--- config.mk ---
export PLATFORM = sky130hd
export DESIGN_NAME = alu_result_fifo
export DESIGN_NICKNAME = d
export VERILOG_FILES = /design/src/rtl/alu_result_fifo.sv
export SDC_FILE = /design/constraint.sdc
export NUM_CORES = 1
export LEC_CHECK = 0
export BUFFER_PORTS_ARGS = -buffer_cell sky130_fd_sc_hd__buf_2
export CORE_MARGIN = 2
export CORE_UTILIZATION = 30
export DETAILED_ROUTE_END_ITERATION = 7
export SLEW_MARGIN = 20
export SYNTH_ARGS = -nofsm -noshare
export SYNTH_HDL_FRONTEND = slang
export SYNTH_SLANG_ARGS = --single-unit
--- constraint.sdc ---
create_clock -name clk -period 2.6 [get_ports clk]
set_clock_uncertainty 0.1 [all_clocks]
set_input_delay 0.39 -clock clk [delete_from_list [all_inputs] [get_ports clk]]
set_output_delay 0.39 -clock clk [all_outputs]
set_load 0.05 [all_outputs]
--- src/rtl/alu_result_fifo.sv ---
`default_nettype none
// ============================================================================
// Module      : alu_result_fifo
// Description : FIFO for ALU results. On each write it keeps either the
//               ALU result or the multiplier product, depending on the
//               opcode. It stores the opcode and the carry/zero flags with
//               that value. Build option ALU_RESULT_STICKY_EN adds sticky
//               carry/zero flags and a clear input for them.
// Revision    : 1.0 - initial release
// ============================================================================
module alu_result_fifo #(
  parameter int         DEPTH      = 4,
  parameter logic [2:0] MUL_OPCODE = 3'b010
) (
  input  logic                       clk,
  input  logic                       rst,
  input  logic                       in_valid,
  output logic                       in_ready,
  input  logic [2:0]                 in_opcode,
  input  logic [15:0]                in_result,
  input  logic [15:0]                in_result1,
  input  logic                       in_flagC,
  input  logic                       in_flagZ,
  output logic                       out_valid,
  input  logic                       out_ready,
  output logic [2:0]                 out_opcode,
  output logic [15:0]                out_data,
  output logic                       out_flagC,
  output logic                       out_flagZ,
  output logic [$clog2(DEPTH):0]     count
`ifdef ALU_RESULT_STICKY_EN
  ,
  input  logic                       sticky_clr,
  output logic                       sticky_c,
  output logic                       sticky_z
`endif
);

  localparam int C_PTR_W = $clog2(DEPTH);
  localparam int C_CNT_W = $clog2(DEPTH) + 1;
  localparam logic [C_CNT_W-1:0] C_DEPTH_CNT = C_CNT_W'(DEPTH);
  localparam logic [C_CNT_W-1:0] C_CNT_ONE   = C_CNT_W'(1);
  localparam logic [C_PTR_W-1:0] C_PTR_ONE   = C_PTR_W'(1);

  typedef struct packed {
    logic [2:0]  opcode;
    logic        flag_c;
    logic        flag_z;
    logic [15:0] data;
  } entry_t;

  entry_t               mem_q [DEPTH];
  entry_t               mem_d [DEPTH];
  logic [C_PTR_W-1:0]   wr_ptr_q, wr_ptr_d;
  logic [C_PTR_W-1:0]   rd_ptr_q, rd_ptr_d;
  logic [C_CNT_W-1:0]   count_q, count_d;

  logic                 w_wr_en;
  logic                 w_rd_en;
  entry_t               w_wr_entry;
  entry_t               w_head;

  // Handshake status comes only from the registered count.
  always_comb begin
    in_ready  = (count_q < C_DEPTH_CNT);
    out_valid = (count_q != '0);
    w_wr_en   = in_valid && in_ready && !rst;
    w_rd_en   = out_valid && out_ready && !rst;
  end

  // Choose the stored value: the product for multiplies, else the ALU result.
  always_comb begin
    w_wr_entry.opcode = in_opcode;
    if (in_opcode == MUL_OPCODE) begin
      w_wr_entry.data   = in_result1;
      w_wr_entry.flag_c = 1'b0;
      w_wr_entry.flag_z = (in_result1 == 16'h0000);
    end else begin
      w_wr_entry.data   = in_result;
      w_wr_entry.flag_c = in_flagC;
      w_wr_entry.flag_z = in_flagZ;
    end
  end

  // Next-state logic for the storage, the pointers and the occupancy count.
  always_comb begin
    mem_d    = mem_q;
    wr_ptr_d = wr_ptr_q;
    rd_ptr_d = rd_ptr_q;
    count_d  = count_q;
    if (w_wr_en) begin
      mem_d[wr_ptr_q] = w_wr_entry;
      wr_ptr_d        = wr_ptr_q + C_PTR_ONE;   // power-of-two depth wraps naturally
    end
    if (w_rd_en) begin
      rd_ptr_d = rd_ptr_q + C_PTR_ONE;
    end
    case ({w_wr_en, w_rd_en})
      2'b10:   count_d = count_q + C_CNT_ONE;
      2'b01:   count_d = count_q - C_CNT_ONE;
      default: count_d = count_q;
    endcase
  end

  // Control state register with synchronous reset.
  always_ff @(posedge clk) begin
    if (rst) begin
      wr_ptr_q <= '0;
      rd_ptr_q <= '0;
      count_q  <= '0;
    end else begin
      wr_ptr_q <= wr_ptr_d;
      rd_ptr_q <= rd_ptr_d;
      count_q  <= count_d;
    end
  end

  // The storage array is not reset. Occupancy is tracked only by count.
  always_ff @(posedge clk) begin
    mem_q <= mem_d;
  end

  // Head outputs read as zero whenever the FIFO is empty.
  always_comb begin
    w_head     = mem_q[rd_ptr_q];
    out_opcode = out_valid ? w_head.opcode : 3'b000;
    out_data   = out_valid ? w_head.data   : 16'h0000;
    out_flagC  = out_valid && w_head.flag_c;
    out_flagZ  = out_valid && w_head.flag_z;
    count      = count_q;
  end

`ifdef ALU_RESULT_STICKY_EN
  logic sticky_c_q, sticky_c_d;
  logic sticky_z_q, sticky_z_d;

  // A set on a write takes priority over a clear in the same cycle.
  always_comb begin
    sticky_c_d = (sticky_c_q && !sticky_clr) || (w_wr_en && w_wr_entry.flag_c);
    sticky_z_d = (sticky_z_q && !sticky_clr) || (w_wr_en && w_wr_entry.flag_z);
  end

  // Sticky flag registers.
  always_ff @(posedge clk) begin
    if (rst) begin
      sticky_c_q <= 1'b0;
      sticky_z_q <= 1'b0;
    end else begin
      sticky_c_q <= sticky_c_d;
      sticky_z_q <= sticky_z_d;
    end
  end

  assign sticky_c = sticky_c_q;
  assign sticky_z = sticky_z_q;
`endif

endmodule
`default_nettype wire

; Word level (Yosys, flattened, before mapping)
; Index checks and enable logic that the tools add are counted.
[totals]
reg_bits = 91
inputBits = 41
output_inout_bits = 26
[classes]
n_bitwise = 2
n_eq_ne = 3
mux = 10
n_reduce_logical = 11
magnitude_cmp = 4
n_addsub = 4
[ops]
columns = cell, count
row1 = $bwmux W84, 1
row2 = $mux W21, 3
row3 = $bmux W21 S2, 1
row4 = $demux W21 S2, 1
row5 = $mux W18, 1
row6 = $logic_not A16 Y1, 1
row7 = $mux W16, 1
row8 = $logic_and A1 B1 Y1, 7
row9 = $ge A3 B3 Y1 const B, 2
row10 = $not A2 Y3, 2
row11 = $pmux W3 S2, 1
row12 = $add A2 B1 Y2 const B, 2
row13 = $add A3 B1 Y3 const B, 1
row14 = $eq A3 B2 Y1 const B, 1
row15 = $lt A3 B1 Y1 const B, 1
row16 = $lt A3 B3 Y1 const B, 1
row17 = $mux W3, 1
row18 = $reduce_bool A3 Y1, 1
row19 = $sub A3 B1 Y3 const B, 1
row20 = $eq A2 B1 Y1 const B, 1
row21 = $eq A2 B2 Y1 const B, 1
row22 = $reduce_bool A2 Y1, 1
row23 = $logic_not A1 Y1, 1

; Longest topological paths before layout
; Gate-level depths: netlist of the first run.
[logic_depth]
word_depth = 6
ltp_mapped = 9
ltp_nobuf = 8

; Worst setup path after synthesis of the first run
; No wires, ideal clock.
[synth_timing]
kind = reg-to-reg
from = reg count_q[2], in the netlist count[2]
to = reg count_q[2], in the netlist count[2]
required_ps = 2430
slack_ps = 244
stages_incl_launch_ff = 9
arrival_time_ps = 2186
n_path_buf = 0
setup_ps = 70
path_cell_list = dfxtp_1 -> o31ai_1 -> nor2_1 -> ha_1 -> inv_1 -> fa_1 -> xor2_1 -> or3_1 -> a21oi_1
[synth_via]
elab_chain_len = 5
[synth_lines]
columns = item, line
row1 = "start, declared", 56  ; logic [C_CNT_W-1:0] count_q, count_d;
row2 = "start signal, assigned", 114  ; count_q <= count_d;
row3 = $reduce_bool A3 Y1 *, 66  ; out_valid = (count_q != '0);
row4 = $logic_and A1 B1 Y1 * (2 in series), 68  ; w_rd_en = out_valid && out_ready && !rst;
row5 = via w_rd_en, 59  ; logic w_rd_en;
row6 = $eq A2 B1 Y1 / $eq A2 B2 Y1 (equally long branches), 98  ; case ({w_wr_en, w_rd_en})
row7 = $pmux W3 S2 / $reduce_bool A2 Y1 (equally long branches), n/a
; The timed path passes the listed nets; every way through them passes the cells marked *.
; A chain may end at the register's enable or synchronous reset.

; Final worst setup path of the first run
[layout_timing]
from = reg rd_ptr_q[1]
to = out out_data[12]
[layout_via]
elab_chain_len = 5
[layout_lines]
columns = item, line
row1 = "start, declared", 55  ; logic [C_PTR_W-1:0] rd_ptr_q, rd_ptr_d;
row2 = "start signal, assigned", 113  ; rd_ptr_q <= rd_ptr_d;
row3 = $not A2 Y3 (implied by the code), 125  ; w_head = mem_q[rd_ptr_q];
row4 = $bmux W21 S2, 125
row5 = $mux W21 (implied by the code) (2 in series), 125
row6 = $mux W16, 127  ; out_data = out_valid ? w_head.data : 16'h0000;
row7 = "end, declared", 27  ; output logic [15:0] out_data,
; Every way passes these cells. The select of a mux whose other input is x is not followed.

==> summary by stage, run 1 <==
Status
The flow ran to the end, and the final reports show no timing, DRC or antenna violations.

CTS
The clock latency on the worst-skew pair is ~0.33 ns. After clock tree synthesis, the setup repair step added 0 buffers. Clock-pin slew was measured on the worst setup and hold paths at about 0.070 ns. TritonCTS built the clock tree.

The quantity of hold-fixing buffers added after cts is 0. CTS placed an instance of clkbuf_16 at the clock tree root. The worst-case clock buffer depth is 2.

The clock net in this run drives a total of roughly 90 sinks. The H-tree was split into 3 levels. In this run, post-CTS repair resized a total of 0 instances.

The number of buffers created by CTS is 9.

Synth
The yosys synthesis warning count is 0. The sequential element share of the synthesized area is 0.686. The area of the mapped netlist is a little under 0.004 mm2.

After synthesis the netlist holds a flip-flop and latch count of 91. The number of nets handed over by synthesis was between 200 and 300. The netlist uses 31 different library cells. The number of instances in the synthesized netlist is ~210. The mean instance size in the synthesized netlist is 18.7 um2.

Finish
The fraction of final layout cells with drive strength greater than 1 is 0.431. From synthesis to final layout, the design area changed by 20.9%. The multi-input combinational cells in the finished layout cover a total of 0.00111 mm2. Excluding fillers, the count of instances in the completed layout stands at roughly 460. The area used by sequential logic in the layout is roughly 0.0027 mm2. At the end of the flow, the number of nets in the layout was roughly 330. The number of filler cells placed in the layout is approximately 1200. The total inserted antenna cells is 0.

Setup path
Along the worst path, the maximum fanout reaches 21. The setup check on the worst reg-to-reg path leaves a slack of 0.49 ns. The critical path is of the flip-flop to output pin type.

The type of element launching the critical path is a flip-flop. The critical path data arrival time is roughly 1.9 ns. STA puts the critical path data required time at about 2.1 ns. The worst register-to-register path begins at count[2].

The endpoint of the lowest-slack register-to-register path is count[2]. The worst-case reg-to-reg path depth is 8. The category of the worst setup path capture point is an output pin.

Die
The die span in y is 118 um. The floorplan die area is about 0.014 mm2. The floorplan core area is 0.0126 mm2.

Row generation in the floorplan step produced just over 40 rows. For this configuration, the core starts out at a cell density of 0.308. The I/O pin count is 67. The horizontal die dimension is 118 um.

STA
The clock period minus worst slack is approximately 2.4 ns. Setup total negative slack on the finished layout was measured at 0 ns. Of the available clock period, the critical path in the final layout requires 0.918.

Timing would allow up to around 0.42 GHz. The worst pin sits at a relative slew slack of 0.649. Setup repair after global routing left no endpoint under its margin. The final count of pins violating max slew is 0. The count of final hold-check violations is 0. The final setup violation count is 0. At the pin with the least slew margin, the transition time is around 0.52 ns.

GRT
The first global-routing pass estimated 12.1 mm of wire. The global route total overflow is 0. The number of antenna violations at the first check in global routing is 0. Entering global routing, the biggest net connects 23 pins. The global routing usage summed across all routing layers is 0.117. The number of global-route vias before repair is 2194.

Detailed routing
In the routed design, unresolved DRC markers number 0. The initial detailed-routing violation count is 131. In the routed layout, each cell is associated on average with a via count of about 4.6. The first detailed-routing pass ran for 5 iterations. For this block, the via count after detailed routing is 2107. Once detail routing completed, the nets flagged for antenna violations numbered 0. The detailed-route wire length per cell is ~17 um. The final wirelength is roughly 7.8 mm.

Power
The clock network fraction of total power is 0.327. The largest vdd supply drop is 0.340 mV. The total leakage power is ~1.6 nW. The share of total power dissipated in sequential elements is 0.474.

The power per standard cell area is between 700 and 800 mW/mm2. For this design the total switching power over the nets is ~1 mW. The logic gate share of total power is 0.199. The cell-internal power is between 2 and 3 mW. Of the total power, the share spent switching nets is 0.284.

Place
Summed over all nets, the half-perimeter wirelength after detailed placement is 5.12 mm. The number of cells in the design after placement is 446. The placer congestion estimate is approximately 0.7. The port buffer count is between 60 and 70.

Hold path
The worst hold path cell count is 1. The capture endpoint of the worst hold path is mem_q[61]. The worst hold path begins at in_opcode[1]. The min-delay analysis places its worst path in the category primary input to flip-flop.

Flow run
The max-capacitance violation count is 0.
-- state kept, by name, summed over array words and instances, names as in the netlist --
name and flops:
mem_q 84, wr_ptr_q 2, count 3, rd_ptr_q 2
-- layout make-up --
class	count	share of cell area
clock buffer	9	0.0480
sequential	91	0.567
clock inverter	7	0.00906
multi-input combinational	98	0.236
inverter	9	0.00720
tap	172	0.0458
timing repair buffer	76	0.0864
-- Yosys cell counts --
| library cell | count | area [um2] |
|---|---|---|
| o311ai_1 | 1 | 8.76 |
| nor4_1 | 4 | 25.0 |
| nor2b_1 | 20 | 125 |
| edfxtp_1 | 84 | 2520 |
| nor3_1 | 1 | 5.00 |
| o31ai_1 | 2 | 15.0 |
| buf_6 | 1 | 11.3 |
| mux2_1 | 8 | 90.1 |
| nand2_1 | 1 | 3.75 |
| fa_1 | 1 | 20.0 |
| inv_2 | 1 | 3.75 |
| mux2i_1 | 1 | 10.0 |
| and2_1 | 4 | 25.0 |
| o21ai_0 | 1 | 5.00 |
| nor2_1 | 7 | 26.3 |
| dfxtp_1 | 7 | 140 |
| buf_2 | 6 | 30.0 |
| nand4_1 | 1 | 6.26 |
| a21oi_1 | 2 | 10.0 |
| mux2_2 | 8 | 90.1 |
| buf_12 | 2 | 40.0 |
| nor2b_4 | 2 | 27.5 |
| or3_1 | 1 | 6.26 |
| xnor2_1 | 1 | 8.76 |
| mux4_2 | 21 | 473 |
| buf_4 | 1 | 7.51 |
| nor3b_2 | 1 | 12.5 |
| ha_1 | 5 | 62.6 |
| xor2_1 | 4 | 35.0 |
| nor3b_1 | 1 | 7.51 |
| inv_1 | 8 | 30.0 |
-- metrics by stage --
step                      utilization  hold WS, ns  area, um2  total power, mW  setup slack (ns)
final                           0.372        0.193       4690             3.54             0.214
after global routing            0.372        0.194       4690             3.69             0.134
after CTS                       0.372        0.189       4690             3.59             0.169
after detailed placement        0.351        0.403       4430             2.43             0.489
after global placement          0.351        0.399       4430             2.42             0.553
after floorplan                     -        0.389       3880             2.26             0.244
-- per-layer routing --
layer | global-route usage | wire [um] | vias to the layer above
met1 | 0.146 | 3280 | 1064
li1 | - | - | 961
met2 | 0.194 | 3900 | 74
met5 | 0 | 0 | -
met4 | 0.0429 | 106 | 0
met3 | 0.0354 | 495 | 8
-- critical path, cell delays in order, from the launching register on --
cell     delay [ns]
dfxtp_1        0.35
buf_4          0.32
mux4_2         0.24
nor2b_1        0.29
buf_2          0.33
-- power groups by stage --
stage	registers [mW]	logic, mW	clock network [mW]
6_report	1.68	0.705	1.16
2_1_floorplan	1.72	0.534	0
3_3_place_gp	1.71	0.715	0
4_1_cts	1.68	0.722	1.19
3_5_place_dp	1.71	0.720	0
5_1_grt	1.68	0.761	1.24
-- worst max path at each step --
stage,from,endpoint,slack [ns],cells after the start
detailed placement,rst,count[2],0.49,9
floorplan,count[2],count[2],0.24,8
finish,rd_ptr_q[1],out_data[12],0.21,4
global route,rd_ptr_q[0],out_data[7],0.13,4
global placement,rd_ptr_q[0],out_data[7],0.55,4
CTS,rd_ptr_q[0],out_data[7],0.17,4
-- layout by cell type, fill, tap and decap left out --
master and instances:
inv_6 1, o31ai_1 2, dfxtp_2 1, xor2_1 4, clkinv_2 1, nor2b_1 20, o21ai_0 1, clkinv_1 3
and2_1 4, nor2_1 7, nor3_2 1, clkbuf_16 9, buf_4 10, clkinv_4 2, xnor2_1 1, inv_1 8
nand4_1 1, nor3b_2 2, ha_1 5, nor4_1 4, mux2i_1 1, buf_2 66, mux4_2 21, a21oi_1 2
nand2_1 1, o311ai_1 1, mux2_1 8, inv_2 1, fa_1 1, dfxtp_1 6, edfxtp_1 84, or3_1 1
nor2b_4 2, mux2_2 8
-- cells by family (layout without fill, tap and decap cells) --
kind of cell             Yosys count  count (layout)  synth area share
AND/OR/NAND/NOR                   43              43            0.0696
buffers and inverters             19             101            0.0316
AO/OA/AOI/OAI                      6               6           0.00999
adder cells (fa/ha/maj)            6               6            0.0213
flip-flops                        91              91             0.686
XOR/XNOR                           5               5            0.0113
multiplexers                      38              38             0.171
No activity file was read; power rests on OpenSTA's default activity.
==> inputs of run 2 (changes only) <==
==> constraint.sdc (replaced) <==
create_clock -name clk -period 2.4 [get_ports clk]
set_clock_uncertainty 0.1 [all_clocks]
set_input_delay 0.36 -clock clk [delete_from_list [all_inputs] [get_ports clk]]
set_output_delay 0.36 -clock clk [all_outputs]
set_load 0.05 [all_outputs]
==> summary by stage, run 2 (same netlist as run 1, synthesis figures left out) <==
Die
The I/O pin count was 67 (unchanged). The initial core utilization is 0.308 (unchanged). The die span in y is 118 um (unchanged). The floorplan core area is 0.0126 mm2 (unchanged).

The horizontal die dimension is 118 um (unchanged). The floorplan die area is 0.0139 mm2 (unchanged). The placement row count is 41 (unchanged).

GRT
The maximum number of pins on one net before global-route repair is 22 (-4.3%). The number of global-route vias before repair is 2146 (-2.2%). The global route total overflow was 0 (unchanged). The number of antenna violations at the first check in global routing is 0 (unchanged). The global routing usage summed across all routing layers is 0.115 (-0.00193). The wire length of the first global-routing pass is 11.8 mm (-2.7%).

STA
The setup TNS after final layout is 0 ns (unchanged). The slack of the critical path is 0.117 ns (-0.0967 ns). Derived from the worst setup path, the maximum achievable clock frequency is around 0.44 GHz. The minimum hold slack was 0.163 ns (-0.0295 ns). In the finished design, the share of the clock period the worst path needs comes to 0.951. The clock period minus worst slack is around 2.3 ns.

Setup repair after global routing left no endpoint under its margin. The relative slew slack came to 0.640 (-0.00895). The measured slew at the worst slew-check pin is 0.536 ns (+0.0133 ns). The final setup violation count is 0 (unchanged). The final count of pins violating max slew is 0 (unchanged). The count of final hold-check violations is 0 (unchanged).

Power
The cell-internal power is 2.98 mW (+18%). The largest vdd supply drop is 0.395 mV (+16%). The register share of total power was 0.449 (-0.025). The power consumption is 4.07 mW (+15%). The power per standard cell area is 849 mW/mm2 (+13%).

The total leakage power is 1.69 nW (+2.4%). The logic gate share of total power is 0.193 (-0.006). The net switching component of the power was 1.09 mW (+8.1%). The switching part of the total power came to 0.267 (-0.0171). The clock network fraction of total power came to 0.357 (+0.030).

Finish
The area used by sequential logic in the layout is 0.00267 mm2 (about the same). The count of placed standard cells in the final layout, fillers left out is 464 (+0.43%). The area of the multi-input gates is 0.00111 mm2 (unchanged).

The fraction of final layout cells with drive strength greater than 1 was 0.435 (+0.00390). The number of filler cells placed in the layout came to 1208 (-0.49%). The total inserted antenna cells is 0 (unchanged).

The flip-flop count of the largest register after layout is 84 (unchanged). The top register by number of flip-flops is mem_q. The growth of design area from synthesis to finish is 23.5%. The library cells used most frequently in the layout, excluding fill and tap cells, are edfxtp_1, buf_2, mux4_2. The final cell area excluding filler cells came to 0.00480 mm2 (+2.2%).

The final layout net count is 334 (+0.60%). The library cell used most frequently in the layout, excluding fill and tap cells, is edfxtp_1. The final cell utilization of the core is 0.380 (+0.00813).

CTS
The clock-pin slew on the worst setup and hold paths is 0.06 ns (about the same). The library cell used as clock root buffer is clkbuf_16. The number of buffers created by CTS was 9 (unchanged). The clock latency on the worst-skew pair is 0.33 ns (about the same). The count of clock tree sinks was 91 (unchanged).

The level count of the clock H-tree was 3 (unchanged). TritonCTS built the clock tree. The quantity of hold-fixing buffers added after cts is 0 (unchanged).

The worst-case clock buffer depth is 2 (unchanged).

Setup path
The largest fanout on the critical path is 10 (-52%). In this run the critical register-to-register path is launched from count[2]. The required time of the critical path is 1.94 ns (-0.17 ns).

The critical path data arrival time is 1.82 ns (-0.08 ns). STA classifies the critical path startpoint as a flip-flop. The critical path launch point is rd_ptr_q[0].

The worst setup path is captured at an output pin. The category of the most critical setup path is flip-flop to output pin.

Detailed routing
The total DRC errors in the routed layout was 0 (unchanged). The remaining antenna violation count after routing was 0 (unchanged). The final wirelength is 7.91 mm (+1.7%). The detailed-route vias per instance is 4.48 (-1.7%). The detailed-route wire length per cell was 17.1 um (+1.3%).

The via total after detailed routing is 2081 (-1.2%). The detailed-routing iteration count for the pre-antenna-repair pass was 4 (-1). The initial detailed-routing violation count is 160 (+22%).

Place
The placer congestion estimate is 0.701 (+0.60%). The post-placement worst setup slack was 0.233 ns (-0.256 ns). The port buffer count is 66 (unchanged). The cell area reported after detailed placement is 0.00446 mm2 (+0.73%). The number of cells in the design after placement is 447 (+0.22%). The detailed placement HPWL came to 5.21 mm (+1.7%).

Hold path
The startpoint of the most critical hold path is in_opcode[1]. The class of the tightest hold or removal check is primary input to flip-flop.

Status
The run finished with clean final reports.

Flow run
The max-capacitance violation count came to 0 (unchanged).
-- run 2: cell types whose count changed in the layout (fill, tap and decap cells not counted) --
cell and change:
clkbuf_16 +1, buf_4 -1, clkinv_4 -1, dfxtp_4 +1
dfxtp_2 -1, clkbuf_1 +2, bufinv_16 +2, buf_12 +2
clkinv_1 -2, inv_6 -1
-- run 2: power by group through the flow --
stage	logic [mW]	registers, mW	clock network, mW
CTS	0.787	1.82	1.48
detailed placement	0.784	1.86	0
global placement	0.781	1.86	0
floorplan	0.579	1.87	0
finish	0.788	1.83	1.46
global route	0.842	1.83	1.55
-- run 2: path summary, 6_finish.rpt --
path                                endpoint  slack (ns)  cells past startpoint
worst min register to register   wr_ptr_q[1]        0.44                      2
worst min-delay path               mem_q[82]        0.16                      1
worst max-delay path            out_data[12]        0.12                      4
worst max register to register      count[2]        0.23                      8
-- run 2: cell type report --
| type | instances | area share |
|---|---|---|
| clock buffers | 11 | 0.0485 |
| clock inverters | 5 | 0.0162 |
| inverters | 9 | 0.00704 |
| multi-input cells | 98 | 0.231 |
| flip-flops and latches | 91 | 0.556 |
| well taps | 172 | 0.0449 |
| repair buffers | 78 | 0.0965 |
-- run 2: worst max-delay path: stages (launching register included) --
cell,delay (ns)
dfxtp_4,0.42
buf_12,0.17
mux4_2,0.49
nor2b_1,0.16
buf_2,0.23
-- run 2: repair_timing --
item / in CTS / in global routing
endpoints found under the setup margin: 0 / 5
buffers inserted: 0 / 0
gates resized for setup: 0 / 1
-- run 2: routing by layer --
metal,vias to the layer above,track usage,routed length (um)
li1,964,-,-
met1,1051,0.138,3500
met2,55,0.189,3820
met3,11,0.0325,430
met4,0,0.0610,161
met5,-,0,0
